### src/rtl/hex_display_ctrl_pkg.sv
// Shared definitions for the HEX display controller slice.
// Provides the per-digit mode encodings, the segment fill patterns and the
// arbiter owner type used by the round-robin arbiter.
package hex_disp_pkg;

  localparam logic [1:0] MODE_SHOW  = 2'b00;
  localparam logic [1:0] MODE_BLANK = 2'b01;
  localparam logic [1:0] MODE_BLINK = 2'b10;
  // 2'b11 is reserved and displays like MODE_SHOW

  localparam logic [6:0] SEG_BLANK = 7'h7F;  // active-low: all segments off
  localparam logic [6:0] SEG_ALL   = 7'h00;  // active-low: all segments on

  typedef enum logic {
    PORT0 = 1'b0,
    PORT1 = 1'b1
  } port_e;

endpackage

### src/rtl/hex_display_ctrl_if.sv
// Write-request bus shared by the two requesters of hex_display_ctrl.
//   req_valid[i]        request from port i
//   req_ready[i]        grant to port i (transfer when valid & ready)
//   req_digit[3*i+:3]   target digit index of port i
//   req_value[4*i+:4]   hex value of port i
//   req_mode[2*i+:2]    display mode of port i
interface hex_display_ctrl_if;
  logic [1:0] req_valid;
  logic [1:0] req_ready;
  logic [5:0] req_digit;
  logic [7:0] req_value;
  logic [3:0] req_mode;

  modport master (
    output req_valid, req_digit, req_value, req_mode,
    input  req_ready
  );

  modport slave (
    input  req_valid, req_digit, req_value, req_mode,
    output req_ready
  );
endinterface

### src/rtl/hex7seg.sv
// Hex to seven-segment decoder, active-low outputs.
//   i_value  4-bit hex value
//   o_seg    segments, bit k = segment k (0 top .. 6 middle), 0 = lit
module hex7seg (
  input  logic [3:0] i_value,
  output logic [6:0] o_seg
);
  always_comb begin
    o_seg = 7'b1111111;
    case (i_value)
      4'h0: o_seg = 7'b1000000;
      4'h1: o_seg = 7'b1111001;
      4'h2: o_seg = 7'b0100100;
      4'h3: o_seg = 7'b0110000;
      4'h4: o_seg = 7'b0011001;
      4'h5: o_seg = 7'b0010010;
      4'h6: o_seg = 7'b0000010;
      4'h7: o_seg = 7'b1111000;
      4'h8: o_seg = 7'b0000000;
      4'h9: o_seg = 7'b0011000;
      4'hA: o_seg = 7'b0001000;
      4'hB: o_seg = 7'b0000011;
      4'hC: o_seg = 7'b1000110;
      4'hD: o_seg = 7'b0100001;
      4'hE: o_seg = 7'b0000110;
      4'hF: o_seg = 7'b0001110;
      default: o_seg = 7'b1111111;
    endcase
  end
endmodule

### src/rtl/rr_arb2.sv
// Two-requester round-robin arbiter.
//   clk, rst   clock and synchronous active-high reset
//   i_valid    request per port
//   o_grant    one-hot (or zero) grant, combinational, zero during reset
//   o_sel      index of the granted port (meaningful when |o_grant)
module rr_arb2
  import hex_disp_pkg::*;
(
  input  logic       clk,
  input  logic       rst,
  input  logic [1:0] i_valid,
  output logic [1:0] o_grant,
  output logic       o_sel
);
  port_e r_last;
  port_e w_last_nxt;

  always_ff @(posedge clk) begin
    if (rst) r_last <= PORT1;  // port 0 wins the first contention
    else     r_last <= w_last_nxt;
  end

  always_comb begin
    o_grant    = '0;
    o_sel      = 1'b0;
    w_last_nxt = r_last;
    if (!rst) begin
      case (i_valid)
        2'b01:   o_grant = 2'b01;
        2'b10:   o_grant = 2'b10;
        2'b11:   o_grant = (r_last == PORT0) ? 2'b10 : 2'b01;
        default: o_grant = 2'b00;
      endcase
    end
    o_sel = o_grant[1];
    // Owner only moves on an actual transfer
    if (|o_grant) w_last_nxt = o_sel ? PORT1 : PORT0;
  end
endmodule

### src/rtl/hex_display_ctrl.sv
// Shared controller for a bank of seven-segment HEX displays.
// Two requesters write per-digit value/mode through a round-robin arbitrated
// valid/ready bus; a free-running prescaler drives the blink phase and every
// digit gets a registered active-low segment pattern.
//   clk, rst  clock and synchronous active-high reset
//   bus       write-request bus (slave side)
//   test_en   lamp test, all segments lit one cycle after assertion
//   hex_out   active-low segments, digit d at [7*d+:7]
//   err       sticky flag: a write targeted a digit >= NUM_DIGITS
module hex_display_ctrl
  import hex_disp_pkg::*;
#(
  parameter int NUM_DIGITS = 6,
  parameter int BLINK_DIV  = 25_000_000
) (
  input  logic                    clk,
  input  logic                    rst,
  hex_display_ctrl_if.slave       bus,
  input  logic                    test_en,
  output logic [7*NUM_DIGITS-1:0] hex_out,
  output logic                    err
);
  localparam int         CNT_W = (BLINK_DIV > 2) ? $clog2(BLINK_DIV) : 1;
  localparam logic [3:0] ND    = 4'(NUM_DIGITS);

  logic [1:0] w_grant;
  logic       w_sel;
  logic       w_xfer;
  logic [2:0] w_digit;
  logic [3:0] w_value;
  logic [1:0] w_mode;
  logic       w_in_range;

  logic [3:0]             r_value [NUM_DIGITS];
  logic [1:0]             r_mode  [NUM_DIGITS];
  logic [CNT_W-1:0]       r_cnt;
  logic                   r_phase;
  logic                   r_err;
  logic [7*NUM_DIGITS-1:0] r_hex;
  logic [6:0]             w_seg   [NUM_DIGITS];
  logic [6:0]             w_disp  [NUM_DIGITS];

  rr_arb2 u_arb (
    .clk     (clk),
    .rst     (rst),
    .i_valid (bus.req_valid),
    .o_grant (w_grant),
    .o_sel   (w_sel)
  );

  assign bus.req_ready = w_grant;
  assign w_xfer        = |w_grant;
  assign w_digit       = w_sel ? bus.req_digit[5:3] : bus.req_digit[2:0];
  assign w_value       = w_sel ? bus.req_value[7:4] : bus.req_value[3:0];
  assign w_mode        = w_sel ? bus.req_mode[3:2]  : bus.req_mode[1:0];
  assign w_in_range    = ({1'b0, w_digit} < ND);

  always_ff @(posedge clk) begin
    if (rst) begin
      for (int unsigned d = 0; d < NUM_DIGITS; d++) begin
        r_value[d] <= '0;
        r_mode[d]  <= MODE_BLANK;
      end
      r_err <= 1'b0;
    end else if (w_xfer) begin
      if (w_in_range) begin
        for (int unsigned d = 0; d < NUM_DIGITS; d++) begin
          if (w_digit == 3'(d)) begin
            r_value[d] <= w_value;
            r_mode[d]  <= w_mode;
          end
        end
      end else begin
        r_err <= 1'b1;
      end
    end
  end

  always_ff @(posedge clk) begin
    if (rst) begin
      r_cnt   <= '0;
      r_phase <= 1'b0;
    end else if (r_cnt == CNT_W'(BLINK_DIV - 1)) begin
      r_cnt   <= '0;
      r_phase <= ~r_phase;
    end else begin
      r_cnt <= r_cnt + 1'b1;
    end
  end

  genvar g;
  generate
    for (g = 0; g < NUM_DIGITS; g++) begin : g_dec
      hex7seg u_dec (
        .i_value (r_value[g]),
        .o_seg   (w_seg[g])
      );
    end
  endgenerate

  always_comb begin
    for (int unsigned d = 0; d < NUM_DIGITS; d++) begin
      w_disp[d] = w_seg[d];
      if (test_en)                                  w_disp[d] = SEG_ALL;
      else if (r_mode[d] == MODE_BLANK)             w_disp[d] = SEG_BLANK;
      else if (r_mode[d] == MODE_BLINK && r_phase)  w_disp[d] = SEG_BLANK;
    end
  end

  always_ff @(posedge clk) begin
    if (rst) begin
      r_hex <= '1;
    end else begin
      for (int unsigned d = 0; d < NUM_DIGITS; d++) begin
        r_hex[7*d +: 7] <= w_disp[d];
      end
    end
  end

  assign hex_out = r_hex;
  assign err     = r_err;
endmodule

### src/flat_wrapper.sv
// flat-port wrapper written by rule: the top's interface ports become plain ports
module hex_display_ctrl_flat import hex_disp_pkg::*;
#(
  parameter int NUM_DIGITS = 6,
  parameter int BLINK_DIV  = 25_000_000
)
  (clk, rst, test_en, hex_out, err, bus_req_valid, bus_req_digit, bus_req_value, bus_req_mode, bus_req_ready);
  hex_display_ctrl_if bus_i ();
  input  logic clk;
  input  logic rst;
  input  logic test_en;
  output logic [7*NUM_DIGITS-1:0] hex_out;
  output logic err;
  input wire logic [$bits(bus_i.req_valid)-1:0] bus_req_valid;
  input wire logic [$bits(bus_i.req_digit)-1:0] bus_req_digit;
  input wire logic [$bits(bus_i.req_value)-1:0] bus_req_value;
  input wire logic [$bits(bus_i.req_mode)-1:0] bus_req_mode;
  output wire logic [$bits(bus_i.req_ready)-1:0] bus_req_ready;
  assign bus_i.req_valid = bus_req_valid;
  assign bus_i.req_digit = bus_req_digit;
  assign bus_i.req_value = bus_req_value;
  assign bus_i.req_mode = bus_req_mode;
  assign bus_req_ready = bus_i.req_ready;
  hex_display_ctrl #(.NUM_DIGITS(NUM_DIGITS), .BLINK_DIV(BLINK_DIV)) u_core (.clk(clk), .rst(rst), .bus(bus_i), .test_en(test_en), .hex_out(hex_out), .err(err));
endmodule
### config.mk
export PLATFORM = sky130hd
export DESIGN_NAME = hex_display_ctrl_flat
export DESIGN_NICKNAME = d
export VERILOG_FILES = /design/src/rtl/hex_display_ctrl_pkg.sv /design/src/rtl/hex_display_ctrl_if.sv /design/src/rtl/hex7seg.sv /design/src/rtl/rr_arb2.sv /design/src/rtl/hex_display_ctrl.sv /design/src/flat_wrapper.sv
export SDC_FILE = /design/constraint.sdc
export NUM_CORES = 1
export LEC_CHECK = 0
export ABC_AREA = 0
export BUFFER_PORTS_ARGS = -buffer_cell sky130_fd_sc_hd__buf_2
export CAP_MARGIN = 10
export CORE_MARGIN = 4
export CORE_UTILIZATION = 42
export CTS_BUF_LIST = sky130_fd_sc_hd__clkbuf_16
export DETAILED_ROUTE_END_ITERATION = 10
export SLEW_MARGIN = 10
export SYNTH_ARGS = -nofsm -noshare
export SYNTH_HDL_FRONTEND = slang
export SYNTH_HIERARCHICAL = 1
export SYNTH_SLANG_ARGS = --single-unit
### constraint.sdc
create_clock -name clk -period 5.9 [get_ports clk]
set_input_delay 0.295 -clock clk [delete_from_list [all_inputs] [get_ports clk]]
set_output_delay 0.295 -clock clk [all_outputs]
set_load 0.02 [all_outputs]
* Yosys cells after proc, flatten, opt, wreduce, memory -nomap -nowiden
Memories as Yosys holds them, arrays and structs flattened.
Index checks and enable logic that the tools add are counted.
** Operators by class
- Add/subtract/negate cells :: 1
- Magnitude comparators :: 1
- Equality and inequality tests :: 21
- Muxes and demuxes :: 69
- Bitwise gates (word level) :: 14
- Reductions and logical operators :: 10
** Operators by type and width (number)
- 7-bit two-way mux :: 18
- 1-bit two-way mux :: 33
- 4-bit two-way mux :: 7
- 25-bit by 1-bit adder with 25-bit output, second input constant :: 1
- 25-bit == test, second input constant :: 1
- 2-bit two-way mux :: 9
- 2-bit == test, second input constant :: 8
- 2-bit by 1-bit == test with 1-bit output, second input constant :: 7
- 1-bit OR :: 12
- 3-bit by 2-bit == test with 1-bit output, second input constant :: 2
- 3-bit == test, second input constant :: 2
- 1-bit logical AND :: 6
- 2-bit case mux with 3 select lines :: 1
- 2-bit OR reduction :: 2
- 3-bit by 1-bit == test with 1-bit output, second input constant :: 1
- 3-bit logical NOT :: 1
- 3-bit < comparator, second input constant :: 1
- 3-bit two-way mux :: 1
- 1-bit NOT :: 2
- 2-bit AND reduction :: 1
** Word-level totals
- Bits in registers :: 70
- RAM bits :: 36
- Bits in read-only memories :: 672
- Input bits :: 23
- Word-level logic and storage cells :: 129
- Memories :: 8
** Memory list
- (no name shown) :: depth 16, bits a word 7, rd ports 1, clocked after Yosys merged registers in 0, write ports 0, line hex7seg.sv:10 : case (i_value)
- (no name shown) :: depth 16, bits a word 7, rd ports 1, clocked after Yosys merged registers in 0, write ports 0, line hex7seg.sv:10
- (no name shown) :: depth 16, bits a word 7, rd ports 1, clocked after Yosys merged registers in 0, write ports 0, line hex7seg.sv:10
- (no name shown) :: depth 16, bits a word 7, rd ports 1, clocked after Yosys merged registers in 0, write ports 0, line hex7seg.sv:10
- (no name shown) :: depth 16, bits a word 7, rd ports 1, clocked after Yosys merged registers in 0, write ports 0, line hex7seg.sv:10
- (no name shown) :: depth 16, bits a word 7, rd ports 1, clocked after Yosys merged registers in 0, write ports 0, line hex7seg.sv:10
- +2 memories

* Depth between registers and ports, before layout
Gate-level depths: netlist (run 1).
- Depth after elaboration :: 11
- Gate-level depth with buffers :: 8
- Mapped depth without buffers :: 7

* Modules after synthesis
Netlist (run 1), hierarchy kept.
** Modules (own cells, without submodules)
- hex_display_ctrl :: times used 1, cells each 405, area an instance 4171.5 um^2, seq. area each 2462.4 um^2
- hex7seg at u_core.g_dec[3].u_dec ... :: times used 3, cells each 35, area an instance 267.8 um^2, seq. area each 0.0 um^2
- hex7seg at u_core.g_dec[1].u_dec :: times used 1, cells each 35, area an instance 259.0 um^2, seq. area each 0.0 um^2
- hex7seg at u_core.g_dec[2].u_dec :: times used 1, cells each 34, area an instance 259.0 um^2, seq. area each 0.0 um^2
- hex7seg at u_core.g_dec[0].u_dec :: times used 1, cells each 34, area an instance 255.2 um^2, seq. area each 0.0 um^2
- rr_arb2 :: times used 1, cells each 8, area an instance 65.1 um^2, seq. area each 20.0 um^2

* Worst setup path after synthesis (run 1)
OpenSTA, ideal clock, no wires.
- Path type :: input port to flip-flop
- Start point :: in bus_req_valid[1]
- End point :: mem u_core.r_mode[4][0], data pin
- Library setup time :: 0.262 ns
- Arrival time :: 2.054 ns
- Slack :: 3.584 ns
- Stages on the path :: 6
- Cells stage by stage :: nor2b_2 > nor3_1 > o21ai_0 > or3_1 > clkbuf_1 > or2_2
** RTL lines
- start: declaration :: line flat_wrapper.sv:14 : input wire logic [$bits(bus_i.req_valid)-1:0] bus_req_valid;
- end: declaration :: line hex_display_ctrl.sv:35 : logic [1:0] r_mode [NUM_DIGITS];

==> impl_metrics.json, run 1 <==
{
  "max-cap-violations": 0,
  "rows": 42,
  "syn_nets": 681,
  "synth.distinct_cells": 52,
  "status": "completed",
  "hold_buffers": 0,
  "ys_warn_count": 6,
  "grt-ovfl-total": 0,
  "htree_levels": 3,
  "rsz0062_at_grt": "no",
  "layout.cells.non_filler": 848,
  "finalNetCount": 727,
  "dp_hpwl_mm": 8.689,
  "dieArea_mm2": 0.01579,
  "p_int_uw": 1320,
  "synth_top_area_share_pct": 24.11,
  "syn_area_mm2": 0.005813,
  "min_period_ns": 2.720,
  "power.net_switching_uw": 435.2,
  "fp.dieW_um": 125.6,
  "vias_per_cell": 5.333,
  "drv_slew": 0,
  "path_clk_slew_ns": 0.07,
  "grt_usage_pct": 16.03,
  "pin_count": 68,
  "core_area_mm2": 0.01340,
  "powerDensity_mw_per_mm2": 268.5,
  "crit_type": "in -> reg",
  "drt-met1-wl_mm": 5.738,
  "die_h_um": 125.6,
  "drc": 0,
  "synthTopCellsByCount": "119 x nor2_1, 70 x dfxtp_1, 49 x o21bai_1",
  "syn2layout_area_growth_pct": 12.46,
  "cts_buffers": 9,
  "finalCritPeriodShare_pct": 46.11,
  "hold_class": "in -> reg",
  "slew_headroom_pct": 36.88,
  "finClkSkew_ns": 0.006962,
  "ys.flop_type": "dfxtp_1",
  "synth.most_common_cell": "nor2_1",
  "initial_utilization_pct": 43.38,
  "drive_above_1_share_pct": 15.92,
  "switching_share_pct": 24.80,
  "wl_met3_um": 539,
  "grt_max_degree": 59,
  "crit_arrival_ns": 2.82,
  "synth_top_cell_by_area": "dfxtp_1",
  "cts_tree": "yes",
  "ctsResizeCount": 0,
  "portBuffers": 67,
  "cp.required_ns": 6.00,
  "routedWlPerCell_um": 14.50,
  "grt_pass1_wl_mm": 21.02,
  "end_kind": "register",
  "post_cts_buffers": 0,
  "n_antenna_cell": 0,
  "ant_nets": 0,
  "power.leakage_uw": 0.002641,
  "first_iter_violations": 163,
  "antenna_found_initial": 0,
  "yosys_register_bits": 106,
  "cts.sinks": 106,
  "routed_wl_mm": 12.29,
  "firstDrtPassIters": 4,
  "cp-start-kind": "input port",
  "tightestPinTransition_ns": 0.9461,
  "vias": 4522,
  "tns_ns": 0,
  "async_reset_ff_share_pct": 0,
  "p_clk_share_pct": 40.5,
  "cp_max_fo": 58,
  "gp_congestion": 0.8611,
  "p_comb_share_pct": 12.8,
  "dp_cells": 832,
  "synth-seq-area-share_pct": 42.70,
  "synth-edff-count": 36,
  "synthTopCellsByArea": "dfxtp_1 24%, edfxtp_1 19%, ha_1 8.0%, nor2_1 7.7%, o21bai_1 6.3%",
  "syn_area_per_cell_um2": 9.361,
  "grt_pass1_vias": 4392,
  "clkLatencyLatePin_ns": 0.35,
  "cts_root_buf": "clkbuf_16",
  "max_freq_mhz": 367.6,
  "seq_power_share_pct": 46.7,
  "top_layer": "met4",
  "cts_buffer_depth": 2,
  "wl_met2_mm": 5.818,
  "final_hold_viol_count": 0,
  "setup_viol": 0,
  "peakVddDrop_v": 0.0001459,
  "synthCells": 621
}
==> registers in the layout (all words and copies together) (netlist names) <==
register / count
u_core/r_cnt: 25
u_core/r_mode: 12
u_core/u_arb/r_last: 1
u_core/r_phase: 1
u_core/hex_out: 42
u_core/err: 1
u_core/r_value: 24
==> layer usage <==
metal	vias up	track usage, %
met5	-	0
met4	0	5.995
met3	14	4.107
met2	77	26.24
met1	2163	20.46
li1	2268	-
==> power by group through the flow <==
| stage | Sequential [uW] | Combinational (uW) | Clock (uW) |
|---|---|---|---|
| after global routing | 826 | 252 | 763 |
| after CTS | 820 | 227 | 729 |
| after global placement | 835 | 222 | 0 |
| final | 820 | 225 | 710 |
| after floorplan | 851 | 152 | 0 |
| after detailed placement | 837 | 226 | 0 |
==> path summary, 6_finish.rpt <==
path	startpoint	end	slack (ns)	depth (start not counted)
setup / recovery	rst	u_core/r_mode[0][0]	3.18	7
hold / removal	bus_req_valid[0]	u_core/u_arb/r_last	0.26	3
setup reg to reg	u_core/u_arb/r_last	u_core/r_mode[0][0]	3.26	6
hold reg to reg	u_core/r_cnt[0]	u_core/r_cnt[0]	0.48	1
==> final cells by class <==
type,count,area (um^2)
Fill cell,1302,6863
Timing Repair Buffer,68,342.8
Tap cell,176,220.2
Inverter,25,93.84
Clock inverter,6,111.4
Sequential cell,106,2482
Clock buffer,10,250.2
Multi-Input combinational cell,457,3037
==> placed cells by master (no fill, tap or decap), types with 9 or more instances in the layout <==
| master | instances |
|---|---|
| mux2i_1 | 35 |
| a22o_1 | 9 |
| nand2_1 | 23 |
| nor2b_1 | 9 |
| a21oi_1 | 23 |
| ha_1 | 37 |
| nand4_1 | 9 |
| inv_1 | 22 |
| o21bai_1 | 49 |
| buf_2 | 67 |
| o21ai_0 | 23 |
| dfxtp_1 | 70 |
| or3_1 | 11 |
| nor2_1 | 119 |
| nand3_1 | 14 |
| clkbuf_16 | 10 |
| edfxtp_1 | 36 |
==> cell families (layout without fill, tap and decap cells) <==
logic type | after synthesis | count (layout) | share of synthesized area, %
buffers and inverters | 58 | 109 | 5.144
adder cells (fa/ha/maj) | 37 | 37 | 7.964
AO/OA/AOI/OAI | 137 | 137 | 16.36
XOR/XNOR | 14 | 14 | 2.109
flip-flops | 106 | 106 | 42.70
AND/OR/NAND/NOR | 230 | 230 | 18.92
multiplexers | 39 | 39 | 6.802
==> stage by stage <==
| stage | utilization [%] | hold WS, ns | setup WS [ns] | instance area, um^2 | power (uW) |
|---|---|---|---|---|---|
| 2_1_floorplan | - | 0.3894 | 3.584 | 5813 | 1002 |
| 3_3_place_gp | 46.09 | 0.4543 | 2.923 | 6176 | 1057 |
| 3_5_place_dp | 46.09 | 0.4608 | 2.828 | 6176 | 1062 |
| 4_1_cts | 48.79 | 0.2388 | 3.188 | 6538 | 1776 |
| 5_1_grt | 48.79 | 0.2756 | 2.965 | 6538 | 1840 |
| 6_report | 48.79 | 0.2579 | 3.180 | 6538 | 1755 |
==> critical path: stages <==
cell      delay, ns
buf_2          0.39
a211oi_2       0.27
buf_4          0.30
mux2_2         0.40
nor3_1         0.55
nand2b_1       0.27
or2_2          0.34
Power figures use the tool's default switching activity.
==> inputs of run 2 (changes only) <==
Clock period 5.9 ns to 2.3 ns, I/O delays scaled along.
==> run 2 against run 1 <==
Compared with the run above:
- worst setup slack worse by 3.0 ns
- global-route usage is 0.19 points lower
- first-iteration DRC count is 48% higher
- hold slack worse by 0.17 ns
- clock-buffer cell count stayed put
- critical endpoint is now u_core/r_mode[5][0]
==> impl_metrics.json, run 2 (synthesis results as in run 1) <==
{
  "status": "completed",
  "ctsResizeCount": 0,
  "max_freq_mhz": 469.2,
  "drv_slew": 0,
  "clkLatencyLatePin_ns": 0.34,
  "tns_ns": 0,
  "hold_buffers": 0,
  "grt_pass1_wl_mm": 20.84,
  "crit_arrival_ns": 2.22,
  "post_cts_buffers": 0,
  "dpl_cell_area_mm2": 0.006281,
  "routedWlPerCell_um": 14.22,
  "design_area_mm2": 0.006566,
  "grt-ovfl-total": 0,
  "rsz0062_at_grt": "no",
  "max-cap-violations": 0,
  "path_clk_slew_ns": 0.07,
  "tightestPinTransition_ns": 0.7432,
  "top_layer": "met4",
  "cp.required_ns": 2.39,
  "vias_per_cell": 5.254,
  "min_period_ns": 2.131,
  "cts.sinks": 106,
  "power.leakage_uw": 0.002677,
  "final_hold_viol_count": 0,
  "drc": 0,
  "cts_tree": "yes",
  "mostFrequentLayoutCells": "119 x nor2_1, 70 x dfxtp_1, 67 x buf_2",
  "firstDrtPassIters": 4,
  "crit_type": "reg -> reg",
  "initial_utilization_pct": 43.38,
  "core_area_mm2": 0.01340,
  "final_common_cell": "nor2_1",
  "grt_pass1_vias": 4323,
  "rows": 42,
  "portBuffers": 67,
  "dieArea_mm2": 0.01579,
  "pin_count": 68,
  "setup_viol": 0,
  "gp_congestion": 0.8444,
  "first_iter_violations": 242,
  "vias": 4534,
  "cts_buffer_depth": 2,
  "antenna_found_initial": 0,
  "drive_above_1_share_pct": 17.20,
  "wl_met2_mm": 5.832,
  "hold_class": "in -> reg",
  "finClkSkew_ns": 0.004570,
  "final.fill_count": 1251,
  "htree_levels": 3,
  "end_kind": "register",
  "finalHoldWorstSlack_ns": 0.08632,
  "drt-met1-wl_mm": 5.702,
  "finalCritPeriodShare_pct": 92.66,
  "cts_root_buf": "clkbuf_16",
  "powerDensity_mw_per_mm2": 633.9,
  "cp_max_fo": 18,
  "cts_buffers": 9,
  "fp.dieW_um": 125.6,
  "largest_reg_flops": 42,
  "grt_max_degree": 57,
  "cp-start-kind": "register",
  "syn2layout_area_growth_pct": 12.96,
  "wl_met3_um": 573,
  "grt_usage_pct": 15.84,
  "dp_hpwl_mm": 8.782,
  "ant_nets": 0,
  "peakVddDrop_v": 0.0002929,
  "slew_headroom_pct": 50.45,
  "routed_wl_mm": 12.28,
  "finalNetCount": 741,
  "die_h_um": 125.6
}
-- run 2: changes by cell type in the layout (fill, tap and decap cells not counted) --
cell,delta
clkinv_1,+1
inv_1,+2
buf_4,+14
bufinv_16,-3
diode_2,+1
-- run 2: power by group --
group | switching (uW) | internal, uW | total, uW
sequential | 75.6 | 2030 | 2100
combinational | 353 | 245 | 598
clock | 672 | 789 | 1460
total | 1100 | 3060 | 4160
-- run 2: path summary, 6_finish.rpt --
kind | from | to | slack [ns] | cells past startpoint
worst max-delay path | u_core/u_arb/r_last | u_core/r_mode[5][0] | 0.17 | 5
worst min-delay path | bus_req_valid[0] | u_core/u_arb/r_last | 0.09 | 3
worst min register to register | u_core/r_cnt[24] | u_core/r_cnt[24] | 0.48 | 2
worst max register to register | u_core/u_arb/r_last | u_core/r_mode[5][0] | 0.17 | 5
-- run 2: layout make-up --
type	count	area [um^2]	share of cell area, %
inverter	25	93.84	1.429
tap	176	220.2	3.354
clock inverter	6	32.53	0.4954
antenna	1	2.502	0.03811
sequential	106	2482	37.80
timing repair buffer	82	447.9	6.822
multi-input combinational	457	3037	46.25
clock buffer	10	250.2	3.811
-- run 2: critical path, cell delays in order, from the launching register on --
cell      delay (ns)
dfxtp_1         0.34
a211oi_2        0.23
buf_4           0.30
o21ai_0         0.24
or3_1           0.48
or2_2           0.30
-- run 2: routing by layer --
layer | vias up | GRT usage, %
met1 | 2126 | 21.01
met2 | 96 | 26.24
met4 | 0 | 5.804
met3 | 11 | 2.498
met5 | - | 0
li1 | 2301 | -
-- run 2: stage by stage --
| step | total power [uW] | worst slack, ns | util [%] | instances |
|---|---|---|---|---|
| floorplan | 2571 | 0.03128 | - | 621 |
| global placement | 2729 | 0.2444 | 46.87 | 846 |
| detailed placement | 2746 | 0.1935 | 46.87 | 846 |
| CTS | 4225 | 0.1744 | 48.98 | 862 |
| global route | 4379 | 0.04407 | 48.98 | 862 |
| finish | 4162 | 0.1689 | 49.00 | 863 |
==> inputs of run 3 (changes only) <==
Settings changed: ABC_AREA 0 to unset.
Clock period 2.3 ns to 2.76 ns, I/O delays scaled along.
==> run 3 against run 2 <==
Compared with the run above:
- via count did not move
- sequential power fell by 17%
- clock-buffer cell count fell by 1
- combinational power fell by 18%
==> impl_metrics.json, run 3 (synthesis results as in run 1) <==
{
  "p_comb_share_pct": 13.8,
  "finalPower_uw": 3556,
  "switching_share_pct": 26.88,
  "crit_type": "reg -> reg",
  "post_cts_buffers": 0,
  "clkLatencyLatePin_ns": 0.35,
  "grt-ovfl-total": 0,
  "seq_power_share_pct": 49.2,
  "cp_max_fo": 11,
  "p_clk_share_pct": 36.9,
  "finalHoldWorstSlack_ns": 0.1116,
  "pin_count": 68,
  "powerDensity_mw_per_mm2": 543.9,
  "tightestPinTransition_ns": 0.7368,
  "layout.cells.non_filler": 856,
  "slew_headroom_pct": 50.88,
  "syn2layout_area_growth_pct": 12.48,
  "rows": 42,
  "grt_pass1_wl_mm": 20.35,
  "dp_cells": 840,
  "mostFrequentLayoutCells": "119 x nor2_1, 70 x dfxtp_1, 67 x buf_2",
  "hold_depth": 3,
  "portBuffers": 67,
  "critPathMaxStageDelay_ns": 0.60,
  "cp-start-kind": "register",
  "finalCritPeriodShare_pct": 79.01,
  "path_clk_slew_ns": 0.07,
  "crit_chain": "ha_1 -> nand3_1 -> or3_1 -> or4_1 -> a21oi_1",
  "cp.required_ns": 3.05,
  "cts.sinks": 106,
  "setup_viol": 0,
  "grt_pass1_vias": 4267,
  "ctsResizeCount": 0,
  "p_int_uw": 2600,
  "rsz0062_at_grt": "no",
  "dieArea_mm2": 0.01579,
  "min_period_ns": 2.181,
  "final.fill_count": 1281,
  "max-cap-violations": 0,
  "final_common_cell": "nor2_1",
  "max_freq_mhz": 458.5,
  "status": "completed",
  "drc": 0,
  "ff2ff_path_depth": 5,
  "n_antenna_cell": 0,
  "vias": 4534,
  "crit_slowest_cell": "or3_1",
  "cts_buffer_depth": 2,
  "ant_nets": 0,
  "routed_wl_mm": 12.07,
  "power.net_switching_uw": 955.9,
  "vias_per_cell": 5.297,
  "largest_reg_flops": 42,
  "hold_class": "in -> reg",
  "end_kind": "register",
  "drive_above_1_share_pct": 16.91,
  "final_hold_viol_count": 0,
  "die_h_um": 125.6,
  "hold_buffers": 0,
  "htree_levels": 3,
  "dp_hpwl_mm": 8.581,
  "finClkSkew_ns": 0.004408,
  "cts_root_buf": "clkbuf_16",
  "fp.dieW_um": 125.6,
  "grt_usage_pct": 15.60,
  "routedWlPerCell_um": 14.09,
  "grt_max_degree": 57,
  "tns_ns": 0,
  "firstDrtPassIters": 4,
  "first_iter_violations": 221,
  "drv_slew": 0,
  "initial_utilization_pct": 43.38,
  "finalNetCount": 735,
  "peakVddDrop_v": 0.0003628,
  "cts_buffers": 9,
  "core_area_mm2": 0.01340,
  "antenna_found_initial": 0,
  "crit_arrival_ns": 2.47,
  "gp_congestion": 0.8574,
  "power.leakage_uw": 0.002652,
  "cts_tree": "yes"
}
==> run 3: changes by cell type in the layout (fill, tap and decap cells not counted), sizes merged <==
cell    change
bufinv      +1
buf         -6
diode       -1
clkbuf      -1
==> run 3: power groups by stage <==
| stage | registers, uW | clock network [uW] | logic, uW |
|---|---|---|---|
| 2_1_floorplan | 1820 | 0 | 324 |
| 3_3_place_gp | 1780 | 0 | 487 |
| 3_5_place_dp | 1790 | 0 | 495 |
| 4_1_cts | 1750 | 1350 | 496 |
| 5_1_grt | 1760 | 1430 | 550 |
| 6_report | 1750 | 1310 | 492 |
==> run 3: final timing paths <==
check / end / slack (ns) / startpoint
setup reg to reg: u_core/r_cnt[24] / 0.58 / u_core/r_cnt[0]
setup / recovery: u_core/r_cnt[24] / 0.58 / u_core/r_cnt[0]
hold reg to reg: u_core/r_cnt[0] / 0.48 / u_core/r_cnt[0]
hold / removal: u_core/u_arb/r_last / 0.11 / bus_req_valid[0]
==> run 3: layout make-up <==
type	count	area (um^2)	area share [%]
multi-input combinational	457	3037	46.44
inverter	25	93.84	1.435
timing repair buffer	76	402.9	6.161
clock inverter	7	77.57	1.186
tap	176	220.2	3.368
sequential	106	2482	37.96
clock buffer	9	225.2	3.444
==> run 3: per-stage QoR <==
| step | cell area, um^2 | setup slack [ns] | util, % |
|---|---|---|---|
| 4_1_cts | 6539 | 0.5823 | 48.80 |
| 3_3_place_gp | 6236 | 0.6532 | 46.54 |
| 6_report | 6539 | 0.5792 | 48.80 |
| 5_1_grt | 6539 | 0.4290 | 48.80 |
| 2_1_floorplan | 5813 | 0.4913 | - |
| 3_5_place_dp | 6236 | 0.5986 | 46.54 |
==> run 3: critical path, delay by kind of cell, from the launching register on <==
kind / cells / cell delay, ns
compound gates: 1 / 0.14
fa+ha+maj: 1 / 0.21
flops: 1 / 0.40
simple gates: 3 / 1.37
==> run 3: per-layer routing <==
layer / share of wire, % / wire length, um / global-route usage, %
met1: 47 / 5682 / 20.90
met2: 47 / 5633 / 24.76
met3: 4.7 / 572 / 3.683
met4: 1.5 / 177 / 5.548
met5: 0 / 0 / 0
